File: config.mk
export PLATFORM = sky130hd
export DESIGN_NAME = serial_subtractor
export DESIGN_NICKNAME = d
export VERILOG_FILES = /design/src/rtl/serial_subtractor.sv
export SDC_FILE = /design/constraint.sdc
export NUM_CORES = 1
export LEC_CHECK = 0
export ABC_AREA = 1
export BUFFER_PORTS_ARGS = -buffer_cell sky130_fd_sc_hd__buf_4
export CAP_MARGIN = 20
export CORE_ASPECT_RATIO = 0.5
export CORE_MARGIN = 4
export CORE_UTILIZATION = 26
export DETAILED_ROUTE_END_ITERATION = 10
export GPL_ROUTABILITY_DRIVEN = 0
export PLACE_DENSITY = 0.52
export SLEW_MARGIN = 5
export SYNTH_ARGS = -nofsm -noshare
export SYNTH_HDL_FRONTEND = slang
export SYNTH_SLANG_ARGS = --single-unit
File: constraint.sdc
create_clock -name clk -period 1.27 [get_ports clk]
set_input_delay 0.1905 -clock clk [delete_from_list [all_inputs] [get_ports clk]]
set_output_delay 0.1905 -clock clk [all_outputs]
set_load 0.01 [all_outputs]
File: src/rtl/serial_subtractor.sv
// Bit-serial subtractor: one full-subtractor cell plus a borrow flip-flop,
// computing {bout,diff} = a - b - bin LSB first, one bit per clock.
module serial_subtractor #(
  parameter int WIDTH = 8
) (
  input  logic             clk,
  input  logic             rst_n,
  input  logic             start,
  input  logic [WIDTH-1:0] a,
  input  logic [WIDTH-1:0] b,
  input  logic             bin,
  output logic             busy,
  output logic             done,
  output logic [WIDTH-1:0] diff,
  output logic             bout
);

  localparam int CW = $clog2(WIDTH + 1);

  typedef enum logic [1:0] {IDLE, SHIFT, FIN} state_t;

  state_t           state;
  logic [WIDTH-1:0] sa, sb, res;
  logic             br;
  logic [CW-1:0]    cnt;
  logic             d, br_nxt;

  // Full-subtractor cell on the current LSBs.
  assign d      = sa[0] ^ sb[0] ^ br;
  assign br_nxt = (~sa[0] & sb[0]) | (~(sa[0] ^ sb[0]) & br);

  always_ff @(posedge clk or negedge rst_n) begin
    if (!rst_n) begin
      state <= IDLE;
      sa    <= '0;
      sb    <= '0;
      res   <= '0;
      br    <= 1'b0;
      cnt   <= '0;
      busy  <= 1'b0;
      done  <= 1'b0;
      diff  <= '0;
      bout  <= 1'b0;
    end else begin
      case (state)
        IDLE: begin
          done <= 1'b0;
          if (start) begin
            sa    <= a;
            sb    <= b;
            br    <= bin;
            cnt   <= '0;
            busy  <= 1'b1;
            state <= SHIFT;
          end
        end
        SHIFT: begin
          res <= {d, res[WIDTH-1:1]};
          sa  <= sa >> 1;
          sb  <= sb >> 1;
          br  <= br_nxt;
          cnt <= cnt + CW'(1);
          // Last bit: publish the result straight from the cell output.
          if (cnt == CW'(WIDTH - 1)) begin
            diff  <= {d, res[WIDTH-1:1]};
            bout  <= br_nxt;
            busy  <= 1'b0;
            done  <= 1'b1;
            state <= FIN;
          end
        end
        FIN: begin
          done  <= 1'b0;
          state <= IDLE;
        end
        default: state <= IDLE;
      endcase
    end
  end

endmodule
==> summary.txt, run 1 <==
Placement
  • Placed instance count: 319
  • Detail Placement HPWL: 2.55 mm
  • Number of port buffers: 30

Die
  • Cell row count: 21
  • Placeable core area: 6700 sq um
  • Die Y: 66.8 um
  • Io pins: 31
  • Initial core utilization: 26.8%
  • Die boundary width: 126 um
  • Die outline area: 8380 sq um

Route
  • Per-cell via count in the routed design: 4.27
  • Number of nets with antenna violations after routing: 0
  • Number of DRC violations after detailed routing: 0
  • Number of detailed-routing iterations run before antenna repair: 4
  • Count of routing violations after the opening detailed-route iteration: 88
  • Wire length after detailed routing: 3.81 mm
  • Total via count in the routed design: 1408
  • Average detailed-routed wire length per instance: 11.5 um

Power and ir drop
  • Peak supply drop: 0.643 mV
  • Overall power consumption: 5.39 mW
  • Leakage dissipation: 1.15 nW
  • Power density over the cells: 2360 nW/um^2

Cells and area
  • Antenna fix cells: 0
  • Core occupancy in the finished layout: 34.1%
  • Layout overhead on the synthesized area: 27.4%
  • Area taken by flip-flops and latches: 1030 sq um
  • Area of the multi-input gates: 676 sq um
  • Final non-filler cell total: 330
  • Nets@finish: 259
  • Layout filler cell count: 713
  • Fraction of final layout cells sized beyond drive strength 1: 23.5%

Setup path
  • Largest fanout of any net on the critical path: 5
  • Cell occurring most often along the worst timing path: nand2_1
  • Standard cell with the maximum stage delay on the critical path: dfrtp_1
  • Required @ worst endpoint: 1.48 ns
  • Crit Path Class: reg2reg
  • Startpoint type of the worst setup path: register
  • Sum of buffers and inverters on the critical path: 0
  • Crit path cell chain: ha_2 > nand3_2 > nor2_4 > nand2_1 > nand2_1
  • Maximum single-stage delay on the critical path: 0.39 ns
  • Critical path arrival: 1.38 ns
  • Top Family by Delay on Critical Path: simple AND/OR/NAND/NOR gates
  • Kind of end point of the critical path: register

Synthesis
  • Top cells by area, synth: dfrtp_1, nand2_1, nand3_1
  • Post-synth cell types: 20
  • Post-Synthesis Cell Area: 1800 sq um
  • Most repeated cell in the gate-level netlist after synthesis: nand2_1
  • Async set-reset flop share out of synthesis: 100%
  • Number of synthesized register bits: 41
  • Post-synthesis sequential area ratio: 57.1%
  • Mean post-synth cell area: 8.93 sq um
  • Post-synth EDFFs: 0
  • Commonest cells in the synthesized netlist: nand2_1, dfrtp_1, nand3_1
  • Proportion of netlist area held by the largest area contributor: 57.1%
  • Largest area contributor in the synthesized netlist: dfrtp_1
  • Yosys warning total: 0
  • Dominant register cell in the synthesized netlist: dfrtp_1
  • Number of nets produced by synthesis: 223
  • Cells after synthesis: 201

Timing
  • Headroom to the max-slew limit: 65.7%
  • Worst Tran Pin Value: 0.515 ns
  • Sum of negative setup slack: 0 ns
  • Max Transition Viols Final: 0
  • Worst setup skew after layout: 0.00400 ns
  • Min cycle time layout: 1.17 ns
  • RSZ-0062 raised after global routing: false
  • Timing-limited maximum frequency: 0.858 GHz
  • Hold Vio Cnt, Final: 0
  • Final-report setup violation count: 0
  • Fin crit share: 91.8%

Clock network
  • Maximum clock insertion buffer count: 2
  • Clock Sink Count: 41
  • Clk Tree Root Cell: clkbuf_16
  • Clock network latency to the later pin of the worst-skew pair: 0.28 ns
  • H-tree depth: 2
  • Post-CTS clock slew at the launch and capture registers of the worst setup and hold paths: 0.06 ns
  • CTS tree: yes
  • Number of buffers created by CTS: 5

Min path
  • Path type of the worst min-delay path: in2reg

Global route
  • Total global routing overflow: 0
  • Number of global-route vias before repair: 1337
  • Wire length of the first global-routing pass: 6.22 mm
  • Antenna violations before repair: 0
  • GRT Overall Usage: 9.21%
  • Pin count of the biggest net entering global routing: 42

Flow run
  • Number of max-cap violations: 0

Run status
  • Outcome: complete, no violations
## worst register-to-register path, delay by kind of cell (launching register included)
kind	cells	cell delay (ns)
adder cells (fa/ha/maj)	1	0.23
flip-flops	1	0.39
AND/OR/NAND/NOR	4	0.49
## per-layer routing
layer,vias up,GRT usage [%],wire length [um],part of all wire [%]
met2,29,15.5,1870,49
met5,-,0,0,0
li1,712,-,-,-
met4,0,2.84,42,1.1
met1,663,11.8,1730,45
met3,4,2.40,165,4.3
## sequential cells by signal, summed over array words and instances (netlist names)
name	cells
diff	8
sb	8
res	7
state	2
sa	8
busy	1
br	1
cnt	4
bout	1
done	1
## final timing paths
kind / from / end / slack, ns / cells after the start
max: cnt[0] / diff[4] / 0.10 / 5
min: a[7] / sa[7] / 0.10 / 3
max reg2reg: cnt[0] / diff[4] / 0.10 / 5
min reg2reg: res[1] / diff[0] / 0.48 / 2
max in group asynchronous: rst_n / sa[0] / 0.48 / 2
min in group asynchronous: rst_n / done / 0.43 / 2
## cells in the final DEF, fill, tap and decap left out
cell type / instances
ha_2: 1
clkbuf_16: 5
o21ai_1: 1
dfrtp_1: 41
clkinvlp_4: 1
dlygate4sd3_1: 1
nor2_1: 2
nand3_2: 3
nand2_4: 2
inv_1: 10
nand2_2: 3
nand2_1: 79
buf_4: 36
nand3_1: 36
o21ai_0: 8
fa_1: 1
inv_4: 2
nand4_1: 1
clkbuf_1: 2
nor2_4: 3
## what timing repair did
| action | 4_1_cts | 5_1_grt |
|---|---|---|
| buffers inserted | 0 | 1 |
| setup endpoints to repair | 0 | 13 |
| hold buffers | 1 | 0 |
| resized for setup | 0 | 6 |
| endpoints found under the hold margin | 41 | 0 |
## logic make-up (layout without fill, tap and decap cells)
group	Yosys count	after routing	share of synthesized area (%)
and+or+nand+nor	128	129	32.0
DFF	41	41	57.1
buffers and inverters	21	57	6.55
AOI/OAI and AO/OA	9	9	2.51
adders and majority gates	2	2	1.81
## where the power goes
group | leakage (nW) | internal [mW] | switching, mW | total [mW]
combinational | 0.571 | 0.833 | 1.11 | 1.94
sequential | 0.514 | 1.88 | 0.368 | 2.25
clock | 0.0641 | 0.729 | 0.468 | 1.20
total | 1.15 | 3.44 | 1.95 | 5.39
## cell type report
class                      instances  area share (%)
sequential                        41            44.9
multi-input combinational        140            29.5
inverter                          12            2.19
clock buffer                       7            5.80
timing repair buffer              37            12.3
tap                               92            5.03
clock inverter                     1           0.328
## per-stage QoR
stage               area, sq um  worst slack, ns  hold WS (ns)
floorplan                  1800            0.146        -0.105
global placement           2100           0.0685         0.204
detailed placement         2100           0.0167         0.208
CTS                        2250          0.00427         0.103
global route               2290         0.000171         0.108
finish                     2290            0.104         0.105
(Power assumes the default switching activity.)
==> run 2: changes to the inputs <==
- CAP_MARGIN: 20 -> 10
- CORE_UTILIZATION: 26 -> 54
- HOLD_SLACK_MARGIN: unset -> 0.15
- PLACE_DENSITY: 0.52 -> 0.86
==> run 2 against run 1 <==
  * Cell count shrank 11%
  * Die area shrank 48%
  * Final area grew 4.0%
  * Sequential share of layout area shrank 1.7 points
  * Clock skew is essentially flat
  * Clock power shrank 8%
  * Global-route usage grew 13 points
  * Total power grew 2.3%
  * Combinational power grew 10%
  * Largest power group unchanged
==> summary.txt, run 2 (synthesis results as in run 1) <==
Die
  • Cell row count: 14 (was 21)
  • Die outline area: 4370 sq um (was 8380 sq um)
  • Die boundary width: 89.5 um (was 126 um)
  • Io pins: 31 (unchanged)
  • Placeable core area: 3080 sq um (was 6700 sq um)
  • Initial core utilization: 58.2% (was 26.8%)
  • Die Y: 48.8 um (was 66.8 um)

Min path
  • Path type of the worst min-delay path: in2reg (unchanged)
  • Worst Hold End: state[0] (was sa[7])
  • Startpoint of the tightest hold check path: start (was a[7])
  • Worst Hold Depth: 3 (unchanged)

Clock network
  • Post-CTS clock slew at the launch and capture registers of the worst setup and hold paths: 0.08 ns (was 0.06 ns)
  • Clock network latency to the later pin of the worst-skew pair: 0.30 ns (was 0.28 ns)
  • H-tree depth: 2 (unchanged)
  • Maximum clock insertion buffer count: 2 (unchanged)
  • Clk Tree Root Cell: clkbuf_8 (was clkbuf_16)
  • Number of buffers created by CTS: 5 (unchanged)
  • Clock Sink Count: 41 (unchanged)
  • CTS tree: yes (unchanged)

Timing
  • Min cycle time layout: 1.19 ns (was 1.17 ns)
  • Sum of negative setup slack: 0 ns (unchanged)
  • Hold Slack: 0.159 ns (was 0.105 ns)
  • Headroom to the max-slew limit: 65.4% (was 65.7%)
  • Hold Vio Cnt, Final: 0 (unchanged)
  • Worst Tran Pin Value: 0.518 ns (was 0.515 ns)
  • Fin crit share: 94.0% (was 91.8%)
  • Final-report setup violation count: 0 (unchanged)
  • Timing-limited maximum frequency: 0.837 GHz (was 0.858 GHz)
  • Max Transition Viols Final: 0 (unchanged)
  • Worst setup skew after layout: 0.00424 ns (was 0.00400 ns)

Setup path
  • Critical path arrival: 1.37 ns (was 1.38 ns)
  • Path depth of the worst reg2reg path: 5 (unchanged)
  • Largest fanout of any net on the critical path: 27 (was 5)
  • Kind of end point of the critical path: register (unchanged)
  • Setup slack of the most critical reg-to-reg path: 0.08 ns (was 0.10 ns)
  • Required @ worst endpoint: 1.45 ns (was 1.48 ns)
  • Reg-to-reg endpoint: sa[2] (was diff[4])
  • Startpoint type of the worst setup path: register (unchanged)
  • Crit Path Class: reg2reg (unchanged)
  • Startpoint of the worst register-to-register path: state[1] (was cnt[0])

Route
  • Per-cell via count in the routed design: 5.35 (was 4.27)
  • Total via count in the routed design: 1578 (was 1408)
  • Number of DRC violations after detailed routing: 0 (unchanged)
  • Wire length after detailed routing: 4.34 mm (was 3.81 mm)
  • Average detailed-routed wire length per instance: 14.7 um (was 11.5 um)
  • Count of routing violations after the opening detailed-route iteration: 97 (was 88)
  • Number of detailed-routing iterations run before antenna repair: 5 (was 4)
  • Number of nets with antenna violations after routing: 0 (unchanged)

Cells and area
  • Core occupancy in the finished layout: 77.2% (was 34.1%)
  • Antenna fix cells: 0 (unchanged)
  • Fin area: 2380 sq um (was 2290 sq um)
  • Nets@finish: 276 (was 259)
  • Leading cell types in the layout, fill and taps excluded: nand2_1, dfrtp_1, nand3_1 (was nand2_1, dfrtp_1, nand3_1, buf_4, inv_1)
  • Largest registers in the final layout: diff (8), sa (8), sb (8) (unchanged)
  • Fraction of final layout cells sized beyond drive strength 1: 23.1% (was 23.5%)
  • Layout overhead on the synthesized area: 32.5% (was 27.4%)
  • Commonest non-fill, non-tap cell in the layout: nand2_1 (unchanged)

Placement
  • Number of port buffers: 30 (unchanged)
  • Detail Placement HPWL: 2.41 mm (was 2.55 mm)
  • Post-detailed-placement cell area: 2030 sq um (was 2100 sq um)

Run status
  • Outcome: complete, no violations (unchanged)

Global route
  • Pin count of the biggest net entering global routing: 42 (unchanged)
  • Total global routing overflow: 0 (unchanged)
  • Wire length of the first global-routing pass: 7.24 mm (was 6.22 mm)
  • Antenna violations before repair: 0 (unchanged)
  • GRT Overall Usage: 21.9% (was 9.21%)
  • Number of global-route vias before repair: 1542 (was 1337)

Power and ir drop
  • Overall power consumption: 5.52 mW (was 5.39 mW)
  • Power density over the cells: 2320 nW/um^2 (was 2360 nW/um^2)
  • Peak supply drop: 1.39 mV (was 0.643 mV)
  • Leakage dissipation: 1.22 nW (was 1.15 nW)

Flow run
  • Number of max-cap violations: 0 (unchanged)
==> run 2: worst max-delay path, cell delays in order, from the launching register on <==
cell and delay [ns]:
dfrtp_1 0.38, inv_1 0.12, nand2_4 0.14, buf_6 0.21, nand3_1 0.12, nand3_2 0.10
==> run 2: stage by stage <==
stage | std cells | setup WS (ns)
finish | 295 | 0.0756
global route | 295 | -0.0339
CTS | 292 | 0.00419
detailed placement | 266 | 0.0394
global placement | 266 | 0.0839
floorplan | 201 | 0.146
==> run 2: area by class of cell <==
type | instances | area, sq um
Sequential cell | 41 | 1030
Fill cell | 199 | 704
Timing Repair Buffer | 54 | 454
Multi-Input combinational cell | 140 | 676
Clock buffer | 6 | 82.6
Tap cell | 40 | 50.0
Clock inverter | 2 | 37.5
Inverter | 12 | 52.6
==> run 2: how the worst max path moves through the flow <==
stage	startpoint	to	slack, ns
6_report	state[1]	sa[2]	0.08
2_1_floorplan	cnt[0]	diff[7]	0.15
3_5_place_dp	cnt[0]	diff[5]	0.04
4_1_cts	cnt[0]	diff[5]	0.004
3_3_place_gp	cnt[0]	diff[6]	0.08
5_1_grt	state[0]	sa[5]	-0.03
==> run 2: per-layer routing <==
| layer | global-route usage [%] | share of wire (%) | wire length [um] | up-vias |
|---|---|---|---|---|
| met5 | 0 | 0 | 0 | - |
| met4 | 10.4 | 2.3 | 98 | 0 |
| met3 | 7.76 | 8.7 | 379 | 13 |
| met2 | 32.0 | 49 | 2130 | 83 |
| met1 | 28.9 | 40 | 1730 | 737 |
| li1 | - | - | - | 745 |
==> run 2: repair_timing <==
item,4_1_cts,5_1_grt
buffers inserted,0,2
hold buffers,18,0
setup endpoints to repair,0,18
gates resized for setup,0,9
hold endpoints to repair,58,0
==> run 2: power breakdown <==
group | leakage (nW) | internal, mW | switching (mW)
Combinational | 0.644 | 0.892 | 1.25
Sequential | 0.514 | 1.88 | 0.396
Clock | 0.0574 | 0.639 | 0.460
Total | 1.22 | 3.41 | 2.11
==> run 3: changes to the inputs <==
- clock period: 1.27 -> 1.1 ns (I/O delays scaled with it)
==> run 3 against run 2 <==
  * The run now ends with setup timing left
  * Sequential share of layout area decreased by 3.7 points
  * Critical path depth decreased by 1
  * Final area increased by 9.6%
  * Clock-buffer cell count increased by 1
  * Highest routed layer unchanged
==> summary.txt, run 3 (synthesis results as in run 1) <==
Run status
  • Outcome: finished with violations (was complete, no violations)
  • Violations in the final reports: setup timing

Route
  • Total via count in the routed design: 1702 (was 1578)
  • Number of nets with antenna violations after routing: 0 (unchanged)
  • Number of DRC violations after detailed routing: 0 (unchanged)
  • Count of routing violations after the opening detailed-route iteration: 146 (was 97)
  • Number of detailed-routing iterations run before antenna repair: 5 (unchanged)
  • Per-cell via count in the routed design: 5.56 (was 5.35)
  • Wire length after detailed routing: 5.32 mm (was 4.34 mm)
  • Average detailed-routed wire length per instance: 17.4 um (was 14.7 um)

Cells and area
  • Core occupancy in the finished layout: 84.5% (was 77.2%)
  • Layout overhead on the synthesized area: 45.2% (was 32.5%)
  • Leading cell types in the layout, fill and taps excluded: nand2_1, dfrtp_1, buf_4 (was nand2_1, dfrtp_1, nand3_1)
  • Largest registers in the final layout: diff (8), sa (8), sb (8) (unchanged)
  • Layout filler cell count: 138 (was 199)
  • Antenna fix cells: 0 (unchanged)
  • Commonest non-fill, non-tap cell in the layout: nand2_1 (unchanged)
  • Fraction of final layout cells sized beyond drive strength 1: 35.7% (was 23.1%)
  • Nets@finish: 287 (was 276)
  • Fin area: 2610 sq um (was 2380 sq um)

Clock network
  • Clk Tree Root Cell: clkbuf_8 (unchanged)
  • Clock network latency to the later pin of the worst-skew pair: 0.30 ns (about the same)
  • CTS tree: yes (unchanged)
  • H-tree depth: 2 (unchanged)
  • Clock Sink Count: 41 (unchanged)
  • Number of buffers created by CTS: 5 (unchanged)
  • Maximum clock insertion buffer count: 2 (unchanged)
  • Post-CTS clock slew at the launch and capture registers of the worst setup and hold paths: 0.08 ns (about the same)

Timing
  • Headroom to the max-slew limit: 66.9% (was 65.4%)
  • RSZ-0062 raised after global routing: true
  • Max Transition Viols Final: 0 (unchanged)
  • Worst setup skew after layout: 0.00770 ns (was 0.00424 ns)
  • Worst Tran Pin Value: 0.496 ns (was 0.518 ns)
  • Hold Slack: 0.347 ns (was 0.159 ns)
  • Min cycle time layout: 1.18 ns (was 1.19 ns)
  • Timing-limited maximum frequency: 0.848 GHz (was 0.837 GHz)
  • Worst setup slack after layout: -0.0788 ns (was 0.0756 ns)
  • Final-report setup violation count: 24 (was 0)
  • Hold Vio Cnt, Final: 0 (unchanged)
  • Fin crit share: 107% (was 94.0%)

Global route
  • Number of global-route vias before repair: 1532 (was 1542)
  • Total global routing overflow: 0 (unchanged)
  • GRT Overall Usage: 22.7% (was 21.9%)
  • Pin count of the biggest net entering global routing: 42 (unchanged)
  • Wire length of the first global-routing pass: 7.40 mm (was 7.24 mm)
  • Antenna violations before repair: 0 (unchanged)

Power and ir drop
  • Internal power consumption: 4.16 mW (was 3.41 mW)
  • Power density over the cells: 2680 nW/um^2 (was 2320 nW/um^2)
  • Portion of total power attributed to the clock network: 15.9% (was 19.9%)
  • Net Sw Frac: 40.4% (was 38.2%)
  • Reported net switching power: 2.82 mW (was 2.11 mW)
  • Leakage dissipation: 1.34 nW (was 1.22 nW)
  • Logic pwr share: 45.6% (was 38.9%)
  • Overall power consumption: 6.98 mW (was 5.52 mW)
  • Part of the total power dissipated in sequential elements: 38.5% (was 41.2%)
  • Peak supply drop: 1.72 mV (was 1.39 mV)

Setup path
  • Critical path arrival: 1.41 ns (was 1.37 ns)
  • Largest fanout of any net on the critical path: 2 (was 27)
  • Kind of end point of the critical path: register (unchanged)
  • Crit Path Class: reg2reg (unchanged)
  • Startpoint type of the worst setup path: register (unchanged)
  • Required @ worst endpoint: 1.33 ns (was 1.45 ns)

Die
  • Die outline area: 4370 sq um (unchanged)
  • Initial core utilization: 58.2% (unchanged)
  • Io pins: 31 (unchanged)
  • Cell row count: 14 (unchanged)
  • Placeable core area: 3080 sq um (unchanged)
  • Die boundary width: 89.5 um (unchanged)
  • Die Y: 48.8 um (unchanged)

Placement
  • Detail Placement HPWL: 2.47 mm (was 2.41 mm)
  • Post-detailed-placement cell area: 2080 sq um (was 2030 sq um)
  • Number of port buffers: 30 (unchanged)

Flow run
  • Number of max-cap violations: 0 (unchanged)

Min path
  • Path type of the worst min-delay path: in2reg (unchanged)
[run 3: final cells by class]
| class | instances | area [sq um] | share of cell area, % |
|---|---|---|---|
| multi-input combinational | 140 | 778 | 29.9 |
| clock buffer | 7 | 96.3 | 3.70 |
| sequential | 41 | 1030 | 39.5 |
| timing repair inverter | 2 | 17.5 | 0.672 |
| tap | 40 | 50.0 | 1.92 |
| timing repair buffer | 63 | 573 | 22.0 |
| clock inverter | 1 | 5.00 | 0.192 |
| inverter | 12 | 57.6 | 2.21 |
[run 3: worst paths after layout]
| path | depth (start not counted) | endpoint | start | slack [ns] |
|---|---|---|---|---|
| setup / recovery | 4 | res[7] | br | -0.08 |
| hold / removal | 4 | state[0] | start | 0.35 |
| setup reg to reg | 4 | res[7] | br | -0.08 |
| hold reg to reg | 2 | diff[0] | res[1] | 0.48 |
| max in group asynchronous | 2 | state[0] | rst_n | 0.37 |
| min in group asynchronous | 2 | sa[5] | rst_n | 0.36 |
[run 3: layer usage]
metal / global-route usage, % / wire (um)
met4: 10.1 / 222
met2: 35.6 / 2570
met3: 7.59 / 446
met5: 0 / 0
met1: 28.3 / 2080
[run 3: power by group through the flow]
stage | Clock (mW) | Combinational, mW | Sequential (mW)
2_1_floorplan | 0 | 1.43 | 2.63
3_3_place_gp | 0 | 2.20 | 2.57
3_5_place_dp | 0 | 2.32 | 2.60
4_1_cts | 1.10 | 2.55 | 2.62
6_report | 1.11 | 3.18 | 2.69
5_1_grt | 1.18 | 3.42 | 2.74
[run 3: stage by stage]
stage | setup WS [ns] | instances | TNS [ns]
final | -0.0788 | 306 | -0.714
after global routing | -0.127 | 306 | -2.30
after CTS | -0.0418 | 299 | -0.0881
after detailed placement | -0.0692 | 271 | -1.26
after global placement | -0.0293 | 271 | -0.0297
after floorplan | -0.0164 | 201 | -0.127
[run 3: critical path, stage by stage, from the launching register on]
cell,delay [ns]
dfrtp_1,0.35
inv_1,0.06
fa_1,0.58
nand2_1,0.06
o21ai_1,0.06
[run 3: what timing repair did]
item | in CTS | in global routing
resized for setup | 13 | 43
buffers inserted | 1 | 5
setup endpoints to repair | 30 | 39
gates cloned | 1 | 2
pin swaps | 4 | 9
hold buffers | 18 | 0
endpoints found under the hold margin | 58 | 0
